`src/rtl/cordic_pkg.sv`:
```
// cordic_pkg: shared constants, arctangent table and leading-one helper for the CORDIC cosine
package cordic_pkg;

    localparam int ITERATIONS = 14;
    localparam int FRAC_BITS  = 22;
    localparam int DATA_W     = 24;

    localparam logic signed [DATA_W-1:0] K = 24'sd2547004;

    function automatic logic signed [DATA_W-1:0] atan_lut(input int i);
        case (i)
            0:       return 24'sd3294199;
            1:       return 24'sd1944679;
            2:       return 24'sd1027515;
            3:       return 24'sd521583;
            4:       return 24'sd261803;
            5:       return 24'sd131029;
            6:       return 24'sd65531;
            7:       return 24'sd32767;
            8:       return 24'sd16384;
            9:       return 24'sd8192;
            10:      return 24'sd4096;
            11:      return 24'sd2048;
            12:      return 24'sd1024;
            13:      return 24'sd512;
            14:      return 24'sd256;
            default: return 24'sd128;
        endcase
    endfunction

    function automatic int msb_pos(input logic [DATA_W-1:0] v);
        int p;
        p = 0;
        for (int b = 0; b < DATA_W; b++)
            if (v[b]) p = b;
        return p;
    endfunction

endpackage

```
`src/rtl/cordic_stage.sv`:
```
// cordic_stage: one registered rotation-mode CORDIC micro-rotation with shift index SHIFT
module cordic_stage
    import cordic_pkg::*;
#(
    parameter int SHIFT = 0
) (
    input  logic                     clock,
    input  logic                     aclr,
    input  logic                     clk_en,
    input  logic signed [DATA_W-1:0] x,
    input  logic signed [DATA_W-1:0] y,
    input  logic signed [DATA_W-1:0] z,
    output logic signed [DATA_W-1:0] xq,
    output logic signed [DATA_W-1:0] yq,
    output logic signed [DATA_W-1:0] zq
);

    localparam logic signed [DATA_W-1:0] ANGLE = atan_lut(SHIFT);

    logic neg;
    assign neg = z[DATA_W-1];

    always_ff @(posedge clock)
        if (aclr) begin
            xq <= '0;
            yq <= '0;
            zq <= '0;
        end else if (clk_en) begin
            xq <= neg ? x + (y >>> SHIFT) : x - (y >>> SHIFT);
            yq <= neg ? y - (x >>> SHIFT) : y + (x >>> SHIFT);
            zq <= neg ? z + ANGLE : z - ANGLE;
        end

endmodule

```
`src/rtl/cordic_cos_unrolled.sv`:
```
// cordic_cos_unrolled: pipelined float-in/float-out cos(x) built from an unrolled CORDIC
module cordic_cos_unrolled
    import cordic_pkg::*;
(
    input  logic        clock,
    input  logic        aclr,
    input  logic        clk_en,
    input  logic [31:0] dataa,
    output logic [31:0] result
);

    logic [30:0] mag;
    logic [7:0] e;
    logic [23:0] sig;
    logic signed [DATA_W-1:0] angle;
    logic signed [DATA_W-1:0] x0, y0, z0;
    logic signed [DATA_W-1:0] xs [ITERATIONS+1];
    logic signed [DATA_W-1:0] ys [ITERATIONS+1];
    logic signed [DATA_W-1:0] zs [ITERATIONS+1];
    logic signed [DATA_W-1:0] y_unused, z_unused;
    logic signed [DATA_W-1:0] xf;
    logic [DATA_W-1:0] norm;
    logic [7:0] ex;
    logic [22:0] mant;

    // cos is even, so the sign bit is masked away before range reduction
    assign mag = 31'(dataa & 32'h7FFF_FFFF);
    assign e = mag[30:23];
    assign sig = {1'b1, mag[22:0]};

    // anything above 1.0 (including Inf/NaN) clamps to exactly 1.0 rad
    always_comb
        angle = mag > 31'h3F80_0000 ? DATA_W'(1 << FRAC_BITS)
              : e < 8'(127 - FRAC_BITS) ? '0
              : DATA_W'(sig >> (8'd150 - e - 8'(FRAC_BITS)));

    always_ff @(posedge clock)
        if (aclr) begin
            x0 <= '0;
            y0 <= '0;
            z0 <= '0;
        end else if (clk_en) begin
            x0 <= K;
            y0 <= '0;
            z0 <= angle;
        end

    assign xs[0] = x0;
    assign ys[0] = y0;
    assign zs[0] = z0;

    for (genvar i = 0; i < ITERATIONS; i++) begin : g_stage
        cordic_stage #(.SHIFT(i)) u_stage (
            .clock (clock),
            .aclr  (aclr),
            .clk_en(clk_en),
            .x     (xs[i]),
            .y     (ys[i]),
            .z     (zs[i]),
            .xq    (xs[i+1]),
            .yq    (ys[i+1]),
            .zq    (zs[i+1])
        );
    end

    // only the cosine term leaves the pipeline
    assign y_unused = ys[ITERATIONS];
    assign z_unused = zs[ITERATIONS];
    assign xf = xs[ITERATIONS];

    // shift the leading one out the top so the remaining bits are the left-aligned mantissa
    always_comb begin
        norm = xf << (DATA_W - msb_pos(xf));
        mant = 23'({norm, 23'b0} >> DATA_W);
        ex = 8'(127 - FRAC_BITS + msb_pos(xf));
    end

    always_ff @(posedge clock)
        if (aclr) result <= '0;
        else if (clk_en) result <= (xf[DATA_W-1] || xf == '0) ? 32'h0 : {1'b0, ex, mant};

endmodule

```
`config.mk`:
```
export PLATFORM = sky130hd
export DESIGN_NAME = cordic_cos_unrolled
export DESIGN_NICKNAME = d
export VERILOG_FILES = /design/src/rtl/cordic_pkg.sv /design/src/rtl/cordic_stage.sv /design/src/rtl/cordic_cos_unrolled.sv
export SDC_FILE = /design/constraint.sdc
export NUM_CORES = 2
export LEC_CHECK = 0
export CAP_MARGIN = 20
export CORE_AREA = 2 2 304 607
export CTS_BUF_LIST = sky130_fd_sc_hd__clkbuf_8
export CTS_CLUSTER_SIZE = 16
export DETAILED_ROUTE_END_ITERATION = 10
export DIE_AREA = 0 0 306 609
export PLACE_DENSITY_LB_ADDON = 0.2
export SYNTH_ARGS = -nofsm -noshare
export SYNTH_HDL_FRONTEND = slang
export SYNTH_SLANG_ARGS = --single-unit
```
`constraint.sdc`:
```
create_clock -name clock -period 6 [get_ports clock]
set_input_delay 1.2 -clock clock [delete_from_list [all_inputs] [get_ports clock]]
set_output_delay 1.2 -clock clock [all_outputs]
set_load 0.01 [all_outputs]
```
=== Word level (Yosys, flattened, before mapping) ===
Cells that the tools add are included.

* Register bits: 994
* Latch bits: 0
* Memory bits (writable): 0
* Bits in read-only memories: 0
* Output and inout bits: 32
* Word-level logic and storage cells: 195
* Memories kept: 0

* Add/subtract/negate cells: 81
* Multipliers: 0
* Divide/modulo/power cells: 0
* $lt $le $gt $ge: 2
* Eq/ne operators: 0
* Shift-type cells: 2
* Multiplexer cells: 65
* Bitwise logic cells: 0
* Reduce and logical (&&, ||, !) cells: 2

{| class="wikitable"
|+ Operators by type and width
! kind !! count
|-
| 24-bit 2-to-1 mux || 41
|-
| 32-bit 2-to-1 mux || 22
|-
| 24-bit by 22-bit adder with 24-bit output || 3
|-
| 24-bit by 22-bit subtractor with 24-bit output || 3
|-
| 24-bit by 12-bit adder with 24-bit output || 2
|-
| 24-bit by 13-bit adder with 24-bit output || 2
|-
| 24-bit by 14-bit adder with 24-bit output || 2
|-
| 24-bit by 15-bit adder with 24-bit output || 2
|-
| 24-bit by 16-bit adder with 24-bit output || 2
|-
| 24-bit by 16-bit adder with 24-bit output (second input constant) || 2
|-
| 24-bit by 17-bit adder with 24-bit output || 2
|-
| 24-bit by 18-bit adder with 24-bit output || 2
|-
| 24-bit by 19-bit adder with 24-bit output || 2
|-
| 24-bit by 20-bit adder with 24-bit output || 2
|-
| 24-bit by 21-bit adder with 24-bit output || 2
|-
| 24-bit by 12-bit subtractor with 24-bit output || 2
|-
| 24-bit by 13-bit subtractor with 24-bit output || 2
|-
| 24-bit by 14-bit subtractor with 24-bit output || 2
|-
| 24-bit by 15-bit subtractor with 24-bit output || 2
|-
| 24-bit by 16-bit subtractor with 24-bit output || 2
|-
| 24-bit by 16-bit subtractor with 24-bit output (second input constant) || 2
|-
| 24-bit by 17-bit subtractor with 24-bit output || 2
|-
| 24-bit by 18-bit subtractor with 24-bit output || 2
|-
| 24-bit by 19-bit subtractor with 24-bit output || 2
|-
| other kinds (41) || 43
|}

=== Longest topological paths before layout ===
* Depth after elaboration: 26
* Depth in mapped cells: 21

=== By module ===
A second synthesis with hierarchy kept.

* Cell total of the unflattened synthesis: 12246
* Area total of the unflattened synthesis: 97151.9 µm²

{| class="wikitable"
|+ Modules (own cells, without submodules)
! module !! instances !! cells an instance !! area an instance (µm²)
|-
| cordic_stage at g_stage[0].u_stage || 1 || 997 || 7519.7
|-
| cordic_stage at g_stage[4].u_stage || 1 || 920 || 7224.4
|-
| cordic_stage at g_stage[2].u_stage || 1 || 934 || 7139.3
|-
| cordic_stage at g_stage[1].u_stage || 1 || 896 || 6936.7
|-
| cordic_stage at g_stage[6].u_stage || 1 || 896 || 6902.9
|-
| cordic_stage at g_stage[5].u_stage || 1 || 863 || 6862.8
|-
| cordic_stage at g_stage[7].u_stage || 1 || 844 || 6776.5
|-
| cordic_stage at g_stage[3].u_stage || 1 || 850 || 6722.7
|-
| cordic_stage at g_stage[13].u_stage || 1 || 753 || 6229.7
|-
| cordic_stage at g_stage[12].u_stage || 1 || 760 || 6198.4
|-
| cordic_stage at g_stage[11].u_stage || 1 || 742 || 6079.6
|-
| cordic_stage at g_stage[9].u_stage || 1 || 749 || 6009.5
|-
| cordic_stage at g_stage[10].u_stage || 1 || 707 || 5843.1
|-
| cordic_stage at g_stage[8].u_stage || 1 || 707 || 5805.6
|-
| cordic_cos_unrolled || 1 || 628 || 4901.0
|}

=== Worst setup path before layout ===
Ideal clock, no wire load.

* Path type: reg2reg
* From: reg g_stage[9].u_stage.xq[13]
* To: reg g_stage[10].u_stage.yq[22]
* Library setup time: 62 ps
* Arrival time: 4474 ps
* Required time: 5938 ps
* Setup slack: 1464 ps
* Stages on the path, launching flop included: 17
* Buffers on the path: 0
* Period minus slack after synthesis: 4536 ps
* Cells stage by stage: dfxtp_1 > or3_1 > or2_1 > or3_1 > and2_1 > xnor2_1 > ha_1 > a21o_1 > a2111o_1 > a2111o_1 > and3_4 > a31o_1 > or4_1 > a31o_1 > a21o_1 > a2111o_1 > nand3_1

* Cells in the longest elaborated chain, start to end: 2

{| class="wikitable"
|+ RTL lines
! what !! RTL line !! RTL
|-
| from (decl) || cordic_stage.sv:13 || <nowiki>output logic signed [DATA_W-1:0] xq,</nowiki>
|-
| from (signal assigned) || cordic_stage.sv:29 || <nowiki>xq <= neg ? x + (y >>> SHIFT) : x - (y >>> SHIFT);</nowiki>
|-
| 24-bit by 14-bit adder with 24-bit output / 24-bit by 14-bit subtractor with 24-bit output (equally long branches) || cordic_stage.sv:30 || <nowiki>yq <= neg ? y - (x >>> SHIFT) : y + (x >>> SHIFT);</nowiki>
|-
| 24-bit 2-to-1 mux (*) || cordic_stage.sv:30 ||
|-
| to (signal assigned) || cordic_stage.sv:30 ||
|-
| to (decl) || cordic_stage.sv:14 || <nowiki>output logic signed [DATA_W-1:0] yq,</nowiki>
|}

Every way passes the cells marked *; elsewhere a longest branch is shown, timed or not.
A chain may end at the register's enable or synchronous reset.

=== Worst setup path after layout ===
* From: reg g_stage[13].u_stage.xq[11]
* To: reg result[19]

* Cells in the longest elaborated chain, start to end: 16

{| class="wikitable"
|+ RTL lines
! what !! RTL line !! RTL
|-
| from (decl) || cordic_stage.sv:13 ||
|-
| from (signal assigned) || cordic_stage.sv:29 ||
|-
| 32-bit 2-to-1 mux (13 in series) || cordic_pkg.sv:35 || <nowiki>if (v[b]) p = b;</nowiki>
|-
| 6-bit by 32-bit subtractor with 32-bit output || cordic_cos_unrolled.sv:73 || <nowiki>norm = xf << (DATA_W - msb_pos(xf));</nowiki>
|-
| 24-bit by 32-bit << shifter with 24-bit output || cordic_cos_unrolled.sv:73 ||
|-
| 31-bit 2-to-1 mux (*) || cordic_cos_unrolled.sv:80 || <nowiki>else if (clk_en) result <= (xf[DATA_W-1] || xf == '0) ? 32'h0 : {1'b0, ex, mant};</nowiki>
|-
| to (signal assigned) || cordic_cos_unrolled.sv:80 ||
|-
| to (decl) || cordic_cos_unrolled.sv:9 || <nowiki>output logic [31:0] result</nowiki>
|}

Marks and branches as above.

==> reports/summary.md <==
The flow ran to the end, and the final reports show no timing, DRC or antenna violations. The clock drives 881 sinks. Buffers inserted to repair hold after CTS numbered 0.

For the final database, setup skew stands at 0.0710 ns. Counting flops with an async set or reset pin after synthesis yields a share of 0%. Relative to the synthesized area, the layout overhead comes to 8.13%. The logs give 6.78 ns for the required arrival time at the worst endpoint and 0 for the total overflow reported by the global router. Buffers inserted during clock tree synthesis total 156. Yosys mapped a number of flops with a built-in enable equal to 0. The initial standard-cell utilization of the core was 40.8%. The transition time at the pin with the least slew margin works out to 0.962 ns. The endpoint identified for the worst register-to-register timing path is result[19]. The cell count after synthesis is 9437, and the time the final worst path needs with I/O delays and setup is 5.01 ns. For this block, the via count after detailed routing is 66500.

The die is 609 um tall. The post-detailed-route via-to-cell ratio was 5.62. The first TritonRoute pass finished after 6 iterations. Clock-pin slew was measured on the worst setup and hold paths at 0.07 ns. The worst-case reg-to-reg path depth came out at 16. IR analysis of the VDD net gives a maximum drop of 1080 uV. During synthesis, Yosys emitted a total of 0 warnings.

CTS placed an instance of sky130_fd_sc_hd__clkbuf_8 at the clock tree root. The most used flip-flop cell after synthesis is sky130_fd_sc_hd__dfxtp_1. The mean post-synth cell area is 7.86 sq um. The routed design has 206 mm of wire. The half-perimeter wire length after detailed placement was 152 mm. The first routing iteration left 4488 violations. The die covers 186000 sq um. The final total negative setup slack was 0 ns; the share of final-layout standard cells stronger than drive strength 1 was 4.50%. For hold timing, the worst endpoint is g_stage[7].u_stage.zq[21]. The run gives 0.873 as the last weighted congestion value of the routability-driven placer. The total number of H-tree levels was 4.

The worst relative slew slack is 34.2%. The logs give 222 for the number of placement rows and 0 for the hold violation total from the final report. Counting buffers and inverters, the worst setup path is 16 cells deep. The logs give 54800 uW for the overall power and 91 for the number of unique standard cell types used by synthesis.

Static timing analysis puts the maximum clock frequency at 0.200 GHz. The register bit total from synthesis is 881, and the initial antenna violation count is 3. The critical path is of the register to register type.

Summed over all cells, the static leakage comes to 0.0353 uW. The startpoint of the worst-slack reg-to-reg timing path was g_stage[13].u_stage.xq[11]. The critical path goes through nor3_1 > a211oi_1 > o21ai_1 > a31oi_1 > o21a_1 > inv_2 > ha_1 > a21boi_0 > ha_1 > buf_4 > nor2_1 > mux2i_1 > o22ai_1 > a31oi_1 > o22ai_1 > a221o_1.

The die is 306 um wide. Across every metal layer, demand over resource in global routing totals 21.7%. The maximum number of pins on one net before global-route repair came out at 170.

After detailed routing, the number of remaining DRC violations is 0. The remaining antenna violation count after routing was 0. In this run the post-CTS setup repair buffer count came out at 0.

The later-pin clock latency in the skew report was 0.90 ns; the floorplan core area was 182000 sq um. The number of buffers on the longest clock path is 4, and the portion of the clock cycle consumed by the worst path in the final layout is 83.5%. The worst register-to-register path has a setup slack of 0.99 ns.

The logs give 0 for the max-capacitance violation count and 5.79 ns for the data arrival at the endpoint of the critical path. The run gives 0 as the final-report setup violation count. For the share of synthesized area occupied by flip-flops and latches, the log shows 23.8%. In this run the worst hold path is classified as register to register.

TritonCTS built the clock tree. For this run, the slowest stage of the critical path takes 0.67 ns. The power per standard cell area was 684 nW/um^2; the combined buffer and inverter count along the critical path was 2. The worst hold path begins at g_stage[7].u_stage.zq[21]. The worst-path cell with the longest stage delay was sky130_fd_sc_hd__o21a_1. The count of instances resized after the clock tree is built is 0. The mapped netlist covers 74200 sq um.

The layout has 18400 filler cells. The largest fanout on the critical path was 26. The via count of the first global-routing pass came out at 62700.

The worst setup path is launched from a register. The number of max-slew violations in the final report is 0. For the count of nets after finishing, the log shows 10200. In the final routed layout, each cell accounts on average for 17.4 um. The number of nets handed over by synthesis was 10300.

For this design the top-level I/O count stands at 67. The worst setup path is captured at a register. Largest delay contributor family on the critical path: compound AO/OA/AOI/OAI gates. Along the worst hold path, the cell count comes to 2.

Setup repair after global routing left no endpoint under its margin. Buffers placed on the I/O ports in this run total 64. The first global-routing pass estimated 336 mm of wire.
through the flow:
step	hold slack [ns]	worst slack (ns)	area (sq um)	cells	utilization [%]
2_1_floorplan	0.425	1.46	74200	9437	-
3_3_place_gp	0.443	1.17	77100	11600	42.4
3_5_place_dp	0.446	1.09	77100	11600	42.4
4_1_cts	0.457	1.08	80200	11800	44.1
5_1_grt	0.478	0.620	80200	11800	44.1
6_report	0.450	0.990	80200	11800	44.1
metal layers:
metal	GRT usage, %	vias up	wire length [um]
li1	-	33800	-
met1	31.1	31100	102000
met2	34.1	1341	88800
met3	2.63	262	10100
met4	5.37	0	4540
met5	0	-	0
layout by cell type, fill, tap and decap left out, types with 197 or more instances in the layout:
master	instances
sky130_fd_sc_hd__o21ai_0	427
sky130_fd_sc_hd__nor3_1	283
sky130_fd_sc_hd__nor2_1	1314
sky130_fd_sc_hd__xor2_1	374
sky130_fd_sc_hd__ha_1	799
sky130_fd_sc_hd__a21oi_1	846
sky130_fd_sc_hd__mux2i_1	417
sky130_fd_sc_hd__a21o_1	217
sky130_fd_sc_hd__nand2_1	670
sky130_fd_sc_hd__inv_1	311
sky130_fd_sc_hd__a211oi_1	197
sky130_fd_sc_hd__xnor2_1	588
sky130_fd_sc_hd__dfxtp_1	875
tightest hold or removal path, stage by stage (launching register included):
cell	delay (ns)
sky130_fd_sc_hd__dfxtp_1	0.31
sky130_fd_sc_hd__nand2_1	0.05
sky130_fd_sc_hd__o21ai_1	0.05
layout make-up:
| class | instances | area, sq um | share of cell area (%) |
|---|---|---|---|
| multi-input cells | 7913 | 54100 | 67.5 |
| clock buffers | 193 | 2660 | 3.31 |
| repair buffers | 137 | 1320 | 1.65 |
| flip-flops and latches | 881 | 17600 | 22.0 |
| diodes | 3 | 7.51 | 0.00936 |
| clock inverters | 70 | 424 | 0.529 |
| inverters | 281 | 1060 | 1.32 |
| well taps | 2352 | 2940 | 3.67 |
flip-flops by register name, indices dropped and copies added, names as in the netlist:
name and count:
g_stage.u_stage.yq 275, g_stage.u_stage.zq 239, x0 1, z0 24, g_stage.u_stage.xq 311, result 31
Yosys cell counts (all sizes together), types with 217 or more instances:
cell type / count / area (sq um)
xnor2: 588 / 5150
clkbuf: 294 / 1100
nor3: 283 / 1420
nor2: 1316 / 4940
a21oi: 846 / 4230
dfxtp: 881 / 17600
nand2: 670 / 2510
ha: 799 / 10000
o21ai: 557 / 2790
a21o: 217 / 1630
inv: 279 / 1050
xor2: 374 / 3280
mux2i: 417 / 4170
power by group:
part	switching (uW)	total (uW)	internal [uW]
Combinational	21800	38900	17100
Clock	2720	5790	3070
Sequential	2510	10100	7610
worst max path at each step:
stage	startpoint	endpoint	slack [ns]
after floorplan	g_stage[9].u_stage.xq[13]	g_stage[10].u_stage.yq[22]	1.46
after detailed placement	g_stage[13].u_stage.xq[11]	result[22]	1.09
after CTS	g_stage[13].u_stage.xq[11]	result[22]	1.08
after global routing	g_stage[13].u_stage.xq[11]	result[19]	0.62
after global placement	g_stage[9].u_stage.xq[13]	g_stage[10].u_stage.yq[22]	1.17
final	g_stage[13].u_stage.xq[11]	result[19]	0.99
kinds of logic (layout without fill, tap and decap cells):
kind of cell / count (synthesis) / count (layout) / synth area share, %
XOR/XNOR: 963 / 963 / 11.4
flip-flops: 881 / 881 / 23.8
multiplexers: 478 / 478 / 6.60
AND/OR/NAND/NOR: 3053 / 3053 / 18.6
buffers and inverters: 643 / 681 / 3.26
AO/OA/AOI/OAI: 2585 / 2585 / 21.9
other: 1 / 4 / 0.00506
adder cells (fa/ha/maj): 833 / 833 / 14.4
(Power assumes the default switching activity.)
